$ cat src/rtl/filter_pkg.sv
// Shared definitions for the 3x3 filter datapath: sequencer state encoding,
// core mode encoding and default core latencies.
package filter_pkg;

    typedef enum logic [2:0] {
        ST_IDLE      = 3'd0,
        ST_CHECK     = 3'd1,
        ST_REQ       = 3'd2,
        ST_WAIT_WIN  = 3'd3,
        ST_ISSUE     = 3'd4,
        ST_WAIT_CORE = 3'd5,
        ST_WRITE     = 3'd6,
        ST_DONE      = 3'd7
    } seq_state_e;

    typedef enum logic {
        MODE_SOBEL  = 1'b0,
        MODE_MEDIAN = 1'b1
    } core_mode_e;

    localparam int SOBEL_LAT_DEF  = 2;
    localparam int MEDIAN_LAT_DEF = 4;
    localparam int LAT_CNT_W      = 8;

    // Exactly one core must be selected for a frame to run.
    function automatic logic mode_legal(input logic sel_sobel, input logic sel_median);
        return sel_sobel ^ sel_median;
    endfunction

endpackage

$ cat src/rtl/raster_counter.sv
// Row/column/linear-address walker for a raster scan; the linear address is
// kept incrementally so no multiplier is needed.
module raster_counter
    import filter_pkg::*;
#(
    parameter int IMG_W  = 256,
    parameter int IMG_H  = 256,
    parameter int ADDR_W = 16
) (
    input  logic              clk,
    input  logic              rst,
    input  logic              clear,
    input  logic              advance,
    output logic [15:0]       row,
    output logic [15:0]       col,
    output logic [ADDR_W-1:0] addr,
    output logic              is_border,
    output logic              is_last
);

    localparam logic [15:0]       LAST_COL = 16'(IMG_W - 1);
    localparam logic [15:0]       LAST_ROW = 16'(IMG_H - 1);
    localparam logic [ADDR_W-1:0] ADDR_ONE = {{(ADDR_W-1){1'b0}}, 1'b1};

    logic [15:0]       row_r;
    logic [15:0]       col_r;
    logic [ADDR_W-1:0] addr_r;

    // Position registers; stepping past the last pixel wraps back to the origin.
    always_ff @(posedge clk) begin
        if (rst || clear) begin
            row_r  <= 16'd0;
            col_r  <= 16'd0;
            addr_r <= '0;
        end else if (advance) begin
            if (is_last) begin
                row_r  <= 16'd0;
                col_r  <= 16'd0;
                addr_r <= '0;
            end else if (col_r == LAST_COL) begin
                row_r  <= row_r + 16'd1;
                col_r  <= 16'd0;
                addr_r <= addr_r + ADDR_ONE;
            end else begin
                col_r  <= col_r + 16'd1;
                addr_r <= addr_r + ADDR_ONE;
            end
        end
    end

    assign row       = row_r;
    assign col       = col_r;
    assign addr      = addr_r;
    assign is_border = (row_r == 16'd0) || (row_r == LAST_ROW) ||
                       (col_r == 16'd0) || (col_r == LAST_COL);
    assign is_last   = (row_r == LAST_ROW) && (col_r == LAST_COL);

endmodule

$ cat src/rtl/filter_sequencer.sv
// Raster-scan controller: fetches a 3x3 window per interior pixel, runs the
// selected filter core, and writes one result (or zero for borders) per pixel.
module filter_sequencer
    import filter_pkg::*;
#(
    parameter int IMG_W      = 256,
    parameter int IMG_H      = 256,
    parameter int ADDR_W     = 16,
    parameter int SOBEL_LAT  = SOBEL_LAT_DEF,
    parameter int MEDIAN_LAT = MEDIAN_LAT_DEF
) (
    input  logic              clk,
    input  logic              rst,
    input  logic              start,
    input  logic              sobel,
    input  logic              median,
    output logic              busy,
    output logic              done,
    output logic              err,
    output logic              win_req,
    output logic [15:0]       win_row,
    output logic [15:0]       win_col,
    input  logic              win_valid,
    output logic              core_sel,
    output logic              core_in_valid,
    input  logic [7:0]        sobel_result,
    input  logic [7:0]        median_result,
    output logic              mem_write_en,
    output logic [ADDR_W-1:0] wr_addr,
    output logic [7:0]        bus_out,
    input  logic              out_ready
);

    localparam logic [LAT_CNT_W-1:0] SOBEL_CNT  = LAT_CNT_W'(SOBEL_LAT);
    localparam logic [LAT_CNT_W-1:0] MEDIAN_CNT = LAT_CNT_W'(MEDIAN_LAT);
    localparam logic [LAT_CNT_W-1:0] CNT_ONE    = {{(LAT_CNT_W-1){1'b0}}, 1'b1};

    seq_state_e             state_r;
    seq_state_e             next_state_s;
    core_mode_e             core_sel_r;
    logic [LAT_CNT_W-1:0]   lat_cnt_r;
    logic                   busy_r, done_r, err_r, win_req_r, core_in_valid_r, mem_write_en_r;
    logic [15:0]            win_row_r, win_col_r;
    logic [7:0]             bus_out_r;
    logic [15:0]            row_s, col_s;
    logic [ADDR_W-1:0]      addr_s;
    logic                   is_border_s, is_last_s;
    logic                   legal_s, advance_s, clear_s, lat_done_s;

    assign legal_s    = mode_legal(sobel, median);
    assign advance_s  = (state_r == ST_WRITE) && out_ready;
    assign clear_s    = (state_r == ST_IDLE) && start && legal_s;
    // The counter holds LAT on entry; its step to zero is the capture cycle.
    assign lat_done_s = (lat_cnt_r == CNT_ONE);

    raster_counter #(
        .IMG_W  (IMG_W),
        .IMG_H  (IMG_H),
        .ADDR_W (ADDR_W)
    ) u_raster (
        .clk       (clk),
        .rst       (rst),
        .clear     (clear_s),
        .advance   (advance_s),
        .row       (row_s),
        .col       (col_s),
        .addr      (addr_s),
        .is_border (is_border_s),
        .is_last   (is_last_s)
    );

    // State register.
    always_ff @(posedge clk) begin
        if (rst) begin
            state_r <= ST_IDLE;
        end else begin
            state_r <= next_state_s;
        end
    end

    // Next-state logic.
    always_comb begin
        next_state_s = state_r;
        case (state_r)
            ST_IDLE: begin
                if (start) next_state_s = legal_s ? ST_CHECK : ST_DONE;
                else       next_state_s = ST_IDLE;
            end
            ST_CHECK:     next_state_s = is_border_s ? ST_WRITE : ST_REQ;
            ST_REQ:       next_state_s = ST_WAIT_WIN;
            ST_WAIT_WIN: begin
                if (win_valid) next_state_s = ST_ISSUE;
                else           next_state_s = ST_WAIT_WIN;
            end
            ST_ISSUE:     next_state_s = ST_WAIT_CORE;
            ST_WAIT_CORE: begin
                if (lat_done_s) next_state_s = ST_WRITE;
                else            next_state_s = ST_WAIT_CORE;
            end
            ST_WRITE: begin
                if (out_ready) next_state_s = is_last_s ? ST_DONE : ST_CHECK;
                else           next_state_s = ST_WRITE;
            end
            ST_DONE:      next_state_s = ST_IDLE;
            default:      next_state_s = ST_IDLE;
        endcase
    end

    // Status strobes are registered from the upcoming state so they line up with it.
    always_ff @(posedge clk) begin
        if (rst) begin
            busy_r          <= 1'b0;
            done_r          <= 1'b0;
            win_req_r       <= 1'b0;
            core_in_valid_r <= 1'b0;
            mem_write_en_r  <= 1'b0;
        end else begin
            busy_r          <= (next_state_s != ST_IDLE);
            done_r          <= (next_state_s == ST_DONE);
            win_req_r       <= (next_state_s == ST_REQ);
            core_in_valid_r <= (next_state_s == ST_ISSUE);
            mem_write_en_r  <= (next_state_s == ST_WRITE);
        end
    end

    // Frame mode, error flag, window address, latency counter and write data.
    always_ff @(posedge clk) begin
        if (rst) begin
            core_sel_r <= MODE_SOBEL;
            err_r      <= 1'b0;
            win_row_r  <= 16'd0;
            win_col_r  <= 16'd0;
            lat_cnt_r  <= '0;
            bus_out_r  <= 8'd0;
        end else begin
            if (clear_s) begin
                core_sel_r <= median ? MODE_MEDIAN : MODE_SOBEL;
                err_r      <= 1'b0;
            end else if ((state_r == ST_IDLE) && start) begin
                err_r      <= 1'b1;
            end
            if (next_state_s == ST_REQ) begin
                win_row_r <= row_s;
                win_col_r <= col_s;
            end
            if (state_r == ST_ISSUE) begin
                lat_cnt_r <= (core_sel_r == MODE_MEDIAN) ? MEDIAN_CNT : SOBEL_CNT;
            end else if (state_r == ST_WAIT_CORE) begin
                lat_cnt_r <= lat_cnt_r - CNT_ONE;
            end
            if ((state_r == ST_CHECK) && is_border_s) begin
                bus_out_r <= 8'd0;
            end else if ((state_r == ST_WAIT_CORE) && lat_done_s) begin
                bus_out_r <= (core_sel_r == MODE_MEDIAN) ? median_result : sobel_result;
            end
        end
    end

    assign busy          = busy_r;
    assign done          = done_r;
    assign err           = err_r;
    assign win_req       = win_req_r;
    assign win_row       = win_row_r;
    assign win_col       = win_col_r;
    assign core_sel      = core_sel_r;
    assign core_in_valid = core_in_valid_r;
    assign mem_write_en  = mem_write_en_r;
    assign wr_addr       = addr_s;
    assign bus_out       = bus_out_r;

endmodule
$ cat config.mk
export PLATFORM = sky130hd
export DESIGN_NAME = filter_sequencer
export DESIGN_NICKNAME = d
export VERILOG_FILES = /design/src/rtl/filter_pkg.sv /design/src/rtl/raster_counter.sv /design/src/rtl/filter_sequencer.sv
export SDC_FILE = /design/constraint.sdc
export NUM_CORES = 1
export LEC_CHECK = 0
export CORE_MARGIN = 1.5
export CORE_UTILIZATION = 53
export CTS_CLUSTER_DIAMETER = 100
export DETAILED_ROUTE_END_ITERATION = 16
export PLACE_DENSITY = 0.8
export SLEW_MARGIN = 20
export SYNTH_ARGS = -nofsm -noshare
export SYNTH_HDL_FRONTEND = slang
export SYNTH_SLANG_ARGS = --single-unit
$ cat constraint.sdc
create_clock -name clk -period 3 [get_ports clk]
set_clock_uncertainty 0.2 [all_clocks]
set_input_delay 0.75 -clock clk [delete_from_list [all_inputs] [get_ports clk]]
set_output_delay 0.75 -clock clk [all_outputs]
set_load 0.02 [all_outputs]
==> results.py, run 1 <==
metrics = {
    "global_routing": {
        "grt_pass1_vias": 3843,
        "grtUsageTotal": 0.2134,
        "grt_pass1_wl_um": 17740,
        "overflow": 0,
        "antenna_found_initial": 0,
        "grt_max_degree": 65,
    },
    "timing": {
        "hold_viol_final": 0,
        "layout_setup_ws_ns": 0.3317,
        "finalSetupViolCount": 0,
        "slew_viol_final": 0,
        "fin_crit_ns": 2.668,
        "relSlewSlack": 0.6662,
        "finalSetupTns_ns": 0,
        "fmax_mhz": 374.8,
        "worst_pin_slew_ns": 0.5007,
        "timing.hold.ws_ns": 0.2780,
        "final.period_utilization": 0.8894,
        "rsz0062_at_grt": "no",
    },
    "worst_setup_path": {
        "rrSetupSlack_ns": 0.33,
        "cpPeakStageDelay_ns": 0.43,
        "cp_slowest_cell": "dfxtp_1",
        "r2r_start": "lat_cnt_r[0]$_SDFFE_PP0P_",
        "end_kind": "flip-flop",
        "startpoint_type": "flip-flop",
        "r2r_end": "win_col[7]$_SDFFE_PP0N_",
        "cp.required_ns": 3.09,
        "path_cells": "ha_1, nor3b_1, a21boi_0, o32ai_1, o21ai_2, nor2b_4, buf_12, mux2i_1",
        "reg2reg_depth": 8,
        "critPathArrivalTime_ns": 2.76,
        "path_max_fanout": 28,
        "path_class": "reg2reg",
    },
    "hold_path": {
        "hold_path_class": "reg2reg",
        "min_to": "win_row[14]$_SDFFE_PP0N_",
        "hold_start": "win_row[14]$_SDFFE_PP0N_",
        "whs_path_depth": 2,
    },
    "detailed_routing": {
        "drtIter0Drc": 190,
        "wl_per_cell_um": 13.56,
        "wl_met2_um": 4745,
        "maxUsedRoutingLayer": "met4",
        "ant_nets": 0,
        "wl_met3_um": 684,
        "wl_met1_um": 4878,
        "dr.pass1.iters": 5,
        "vias_per_cell": 5.243,
        "routed_wl_um": 10440,
        "vias": 4037,
        "drc": 0,
    },
    "final_layout": {
        "drive_above_1_share": 0.1404,
        "final_nets": 666,
        "final_util": 0.6786,
        "num_antenna_cells": 0,
        "fillers": 735,
        "syn2layout_area_growth_pct": 22.82,
    },
    "placed_design": {
        "place_congestion": 0.8285,
        "pre_cts_ws_ns": 0.07240,
        "dp_hpwl_um": 7623,
        "port_buffers": 85,
    },
    "run_status": {
        "status": "completed",
    },
    "logic_synthesis": {
        "yosysSeqAreaShare": 0.4118,
        "async_flop_share": 0,
        "synth_area_per_cell_um2": 9.370,
        "ys_warn_count": 0,
        "ys.flop_type": "dfxtp_1",
        "synth_edf_count": 0,
        "postSynthCellCount": 550,
        "syn_nets": 580,
        "syn_area_um2": 5154,
        "synth_seq_cells": 106,
        "ys_types": 54,
    },
    "floorplanning": {
        "die_area_um2": 10320,
        "die_y_um": 101.6,
        "core_area_um2": 9328,
        "io-pin-count": 86,
        "start_util": 0.5525,
        "rows": 35,
        "die_w_um": 101.6,
    },
    "clocking": {
        "postCtsHoldBufs": 0,
        "ctsResizeCount": 0,
        "htreeDepth": 3,
        "cts_buffer_depth": 2,
        "path_clk_slew_ns": 0.11,
        "cts_made_buffers": 9,
        "clk_latency_ns": 0.37,
        "cts_tree": "yes",
        "cts_setup_buffers": 0,
        "cts-root-buf": "clkbuf_8",
        "clock-sinks": 106,
    },
    "run": {
        "drv_cap": 0,
    },
    "power_and_ir_drop": {
        "power.density_nw_per_um2": 563.7,
        "peakVddDrop_mv": 0.3691,
        "p_leak_nw": 2.187,
    },
}
[per-layer routing]
layer	vias up	track usage
li1	2054	-
met1	1864	0.2885
met2	108	0.3308
met3	11	0.06211
met4	0	0.06410
met5	-	0
[layout make-up]
| type | count | area (µm²) | share of cell area |
|---|---|---|---|
| Multi-Input combinational cell | 408 | 2806 | 0.4434 |
| Clock inverter | 7 | 83.83 | 0.01324 |
| Tap cell | 129 | 161.4 | 0.02550 |
| Inverter | 9 | 33.78 | 0.005337 |
| Clock buffer | 9 | 123.9 | 0.01957 |
| Timing Repair Buffer | 102 | 998.5 | 0.1577 |
| Sequential cell | 106 | 2122 | 0.3352 |
[cells in the mapped netlist (5+ instances only)]
master    instances  area (µm²)
nor3_1           10       50.05
or3_1             6       37.54
nor2_1           76       285.3
inv_1             8       30.03
nand3_1          20       100.1
or2b_1            6       45.04
clkbuf_1         14       52.55
and3_1            8       50.05
ha_1              7       87.58
o21ai_0           9       45.04
mux2i_1          36       360.4
xor2_1           35       306.5
a211oi_1          9       67.56
nand4_1          11       68.82
nand2b_1         24       150.1
buf_6             5       56.30
xnor2_1           8       70.07
or2b_2           29       254.0
a21oi_1          22       110.1
nand2_1          35       131.4
dfxtp_1         106        2122
[stage by stage]
step | cell area (µm²) | cells | power, mW
finish | 6330 | 770 | 3.568
global route | 6330 | 770 | 3.765
CTS | 6330 | 770 | 3.599
detailed placement | 6122 | 754 | 2.677
global placement | 6122 | 754 | 2.652
floorplan | 5154 | 550 | 2.494
[flip-flops by register name, summed over array words and instances, names as in the netlist, 3 cells and up]
signal and flops:
u_raster.addr 16, win_row 16, state_r 3, bus_out 8, u_raster.col 16, u_raster.row 16
win_col 16, lat_cnt_r 8
[worst max-delay path by stage]
stage | from | end
detailed placement | win_valid | win_row[9]$_SDFFE_PP0N_
floorplan | start | u_raster.col[10]$_SDFFE_PP0P_
CTS | lat_cnt_r[0]$_SDFFE_PP0P_ | win_row[9]$_SDFFE_PP0N_
global placement | out_ready | u_raster.row[10]$_SDFFE_PP0P_
finish | lat_cnt_r[0]$_SDFFE_PP0P_ | win_col[7]$_SDFFE_PP0N_
global route | lat_cnt_r[0]$_SDFFE_PP0P_ | win_row[9]$_SDFFE_PP0N_
[cells in the final DEF, fill, tap and decap left out, drive strengths merged, types with 7 or more instances in the layout]
cell type      Yosys  layout
inv                9      12
nand3             20      20
clkdlybuf4s50      0      84
clkbuf            14       9
xnor2              8       8
or2b              35      35
o21ai             11      11
and3              11      11
mux2i             36      36
nor3              11      11
nor4               9       9
nand2             35      35
nor2              76      76
nand4             14      14
ha                 7       7
buf               13      18
dfxtp            106     106
a211oi             9       9
xor2              35      35
nand2b            24      24
a21oi             22      22
[kinds of logic after synthesis]
kind of cell | Yosys count | synth area share
multiplexers | 36 | 0.06992
AND/OR/NAND/NOR | 264 | 0.3040
buffers and inverters | 36 | 0.04370
AO/OA/AOI/OAI | 58 | 0.08060
flip-flops | 106 | 0.4118
XOR/XNOR | 43 | 0.07308
adder cells (fa/ha/maj) | 7 | 0.01699
[power breakdown]
part / internal [mW] / switching, mW
registers: 1.49 / 0.108
logic: 0.486 / 0.570
clock network: 0.401 / 0.517
[critical path, delay by kind of cell (launching register included)]
| kind | cells | cell delay [ns] |
|---|---|---|
| mux | 1 | 0.22 |
| flops | 1 | 0.43 |
| buf+inv | 1 | 0.22 |
| fa+ha+maj | 1 | 0.17 |
| simple gates | 2 | 0.50 |
| compound gates | 3 | 0.82 |
Note: power is estimated with default switching activity, not from simulation.
==> run 2, diff against run 1 <==
Settings changed: ABC_AREA set to 1, CORE_UTILIZATION 53 to 25, PLACE_DENSITY 0.8 to unset.
==> results.py, run 2 <==
metrics = {
    "floorplanning": {
        "die_y_um": 144.0,
        "start_util": 0.2554,
        "die_area_um2": 20740,
        "die_w_um": 144.0,
        "core_area_um2": 19460,
        "rows": 51,
        "io-pin-count": 86,
    },
    "power_and_ir_drop": {
        "peakVddDrop_mv": 0.3525,
        "power.density_nw_per_um2": 828.9,
        "p_leak_nw": 2.544,
    },
    "logic_synthesis": {
        "synth_top_area_share": 0.4269,
        "ys_types": 40,
        "yosysSeqAreaShare": 0.4269,
        "synth_common_cells": "nand2_1 (150), nor2_1 (129), dfxtp_1 (106)",
        "syn_area_um2": 4971,
        "synth.area.top_cells": "dfxtp_1 (43%), nand2_1 (11%), nor2_1 (9.7%), inv_1 (5.9%), nand3_1 (5.3%)",
        "ys_warn_count": 0,
        "yosysTopAreaCell": "dfxtp_1",
        "synth_area_per_cell_um2": 7.041,
        "synth_seq_cells": 106,
        "ys.flop_type": "dfxtp_1",
        "postSynthCellCount": 706,
        "synth_edf_count": 0,
        "async_flop_share": 0,
        "yosysMostFrequentCell": "nand2_1",
        "syn_nets": 736,
    },
    "timing": {
        "finalSetupTns_ns": 0,
        "finalSetupViolCount": 0,
        "timing.hold.ws_ns": 0.2592,
        "rsz0062_at_grt": "no",
        "hold_viol_final": 0,
        "relSlewSlack": 0.5929,
        "worst_pin_slew_ns": 0.6060,
        "fmax_mhz": 398.8,
        "slew_viol_final": 0,
        "final.period_utilization": 0.8358,
        "fin_crit_ns": 2.507,
    },
    "clocking": {
        "cts_tree": "yes",
        "cts_made_buffers": 9,
        "cts-root-buf": "clkbuf_16",
        "clock-sinks": 106,
        "path_clk_slew_ns": 0.07,
        "cts_setup_buffers": 0,
        "cts_buffer_depth": 2,
        "htreeDepth": 3,
        "clk_latency_ns": 0.36,
        "ctsResizeCount": 0,
        "postCtsHoldBufs": 0,
    },
    "worst_setup_path": {
        "path_delay_family": "buffers and inverters",
        "startpoint_type": "flip-flop",
        "cp.required_ns": 2.05,
        "crit_buf_inv": 1,
        "path_cells": "clkdlybuf4s50_1",
        "end_kind": "output pin",
        "cpPeakStageDelay_ns": 0.67,
        "critPathArrivalTime_ns": 1.56,
        "cp_slowest_cell": "clkdlybuf4s50_1",
        "path_class": "reg2out",
        "path_max_fanout": 10,
    },
    "detailed_routing": {
        "vias": 4620,
        "ant_nets": 0,
        "drc": 0,
        "vias_per_cell": 4.314,
        "routed_wl_um": 12540,
        "wl_per_cell_um": 11.70,
        "dr.pass1.iters": 4,
        "drtIter0Drc": 194,
    },
    "placed_design": {
        "port_buffers": 85,
        "place_congestion": 0.8067,
        "dp_hpwl_um": 9471,
    },
    "final_layout": {
        "final_nets": 831,
        "num_antenna_cells": 0,
        "final_common_cell": "nand2_1",
        "syn2layout_area_growth_pct": 31.26,
        "drive_above_1_share": 0.07940,
        "final_cell_mix": "nand2_1 (150), nor2_1 (129), dfxtp_1 (106)",
    },
    "global_routing": {
        "overflow": 0,
        "grt_pass1_vias": 4273,
        "grt_max_degree": 28,
        "grtUsageTotal": 0.1260,
        "antenna_found_initial": 0,
        "grt_pass1_wl_um": 20640,
    },
    "hold_path": {
        "hold_path_class": "reg2reg",
    },
    "run_status": {
        "status": "completed",
    },
    "run": {
        "drv_cap": 0,
    },
}
-- run 2: where the power goes --
part	switching [mW]	leakage (nW)	total, mW	internal [mW]
logic	1.25	1.51	2.14	0.889
registers	0.187	0.859	1.87	1.68
clock network	0.554	0.173	1.40	0.842
-- run 2: path summary, 6_finish.rpt --
kind                        startpoint                         to  slack [ns]  cells after the start
min          lat_cnt_r[7]$_SDFFE_PP0P_  lat_cnt_r[7]$_SDFFE_PP0P_        0.26                      1
min reg2reg  lat_cnt_r[7]$_SDFFE_PP0P_  lat_cnt_r[7]$_SDFFE_PP0P_        0.26                      1
max reg2reg      state_r[2]$_SDFF_PP0_   win_col[14]$_SDFFE_PP0N_        0.65                     11
max              core_sel$_SDFFE_PP0P_                   core_sel        0.49                      1
-- run 2: final cells by class --
type	count	area, µm²
Clock buffer	10	239.0
Clock inverter	6	112.6
Fill cell	2072	12940
Inverter	85	319.1
Multi-Input combinational cell	497	2397
Sequential cell	106	2122
Tap cell	265	331.6
Timing Repair Buffer	102	1003
-- run 2: routing by layer --
layer / routed length (µm) / GRT usage / part of all wire
met1: 5991 / 0.1604 / 0.48
met2: 5728 / 0.2062 / 0.46
met5: 0 / 0 / 0
met4: 246 / 0.05639 / 0.020
met3: 569 / 0.02417 / 0.045
-- run 2: worst register-to-register path: stages, from the launching register on --
cell	delay (ns)
dfxtp_1	0.43
inv_2	0.10
nor3_1	0.48
inv_1	0.13
nand2_1	0.23
nor2_1	0.09
nand3_1	0.10
nor2_2	0.05
buf_4	0.22
nand3_1	0.11
nand2_1	0.06
nor2_1	0.09
-- run 2: metrics by stage --
step / worst slack, ns / total power, mW / util / instances / area [µm²]
floorplan: 0.8707 / 3.306 / - / 706 / 4971
global placement: 0.1479 / 4.073 / 0.3172 / 1055 / 6173
detailed placement: 0.1409 / 4.077 / 0.3172 / 1055 / 6173
CTS: 0.4848 / 5.490 / 0.3353 / 1071 / 6525
global route: 0.3381 / 5.817 / 0.3353 / 1071 / 6525
finish: 0.4926 / 5.409 / 0.3353 / 1071 / 6525
-- run 2: cells by family (layout without fill, tap and decap cells) --
family,after synthesis,in the layout,synth area share
AND/OR/NAND/NOR,391,391,0.3478
flip-flops,106,106,0.4269
buffers and inverters,103,203,0.09086
AO/OA/AOI/OAI,91,91,0.1022
adder cells (fa/ha/maj),7,7,0.01762
XOR/XNOR,7,7,0.01233
multiplexers,1,1,0.002265
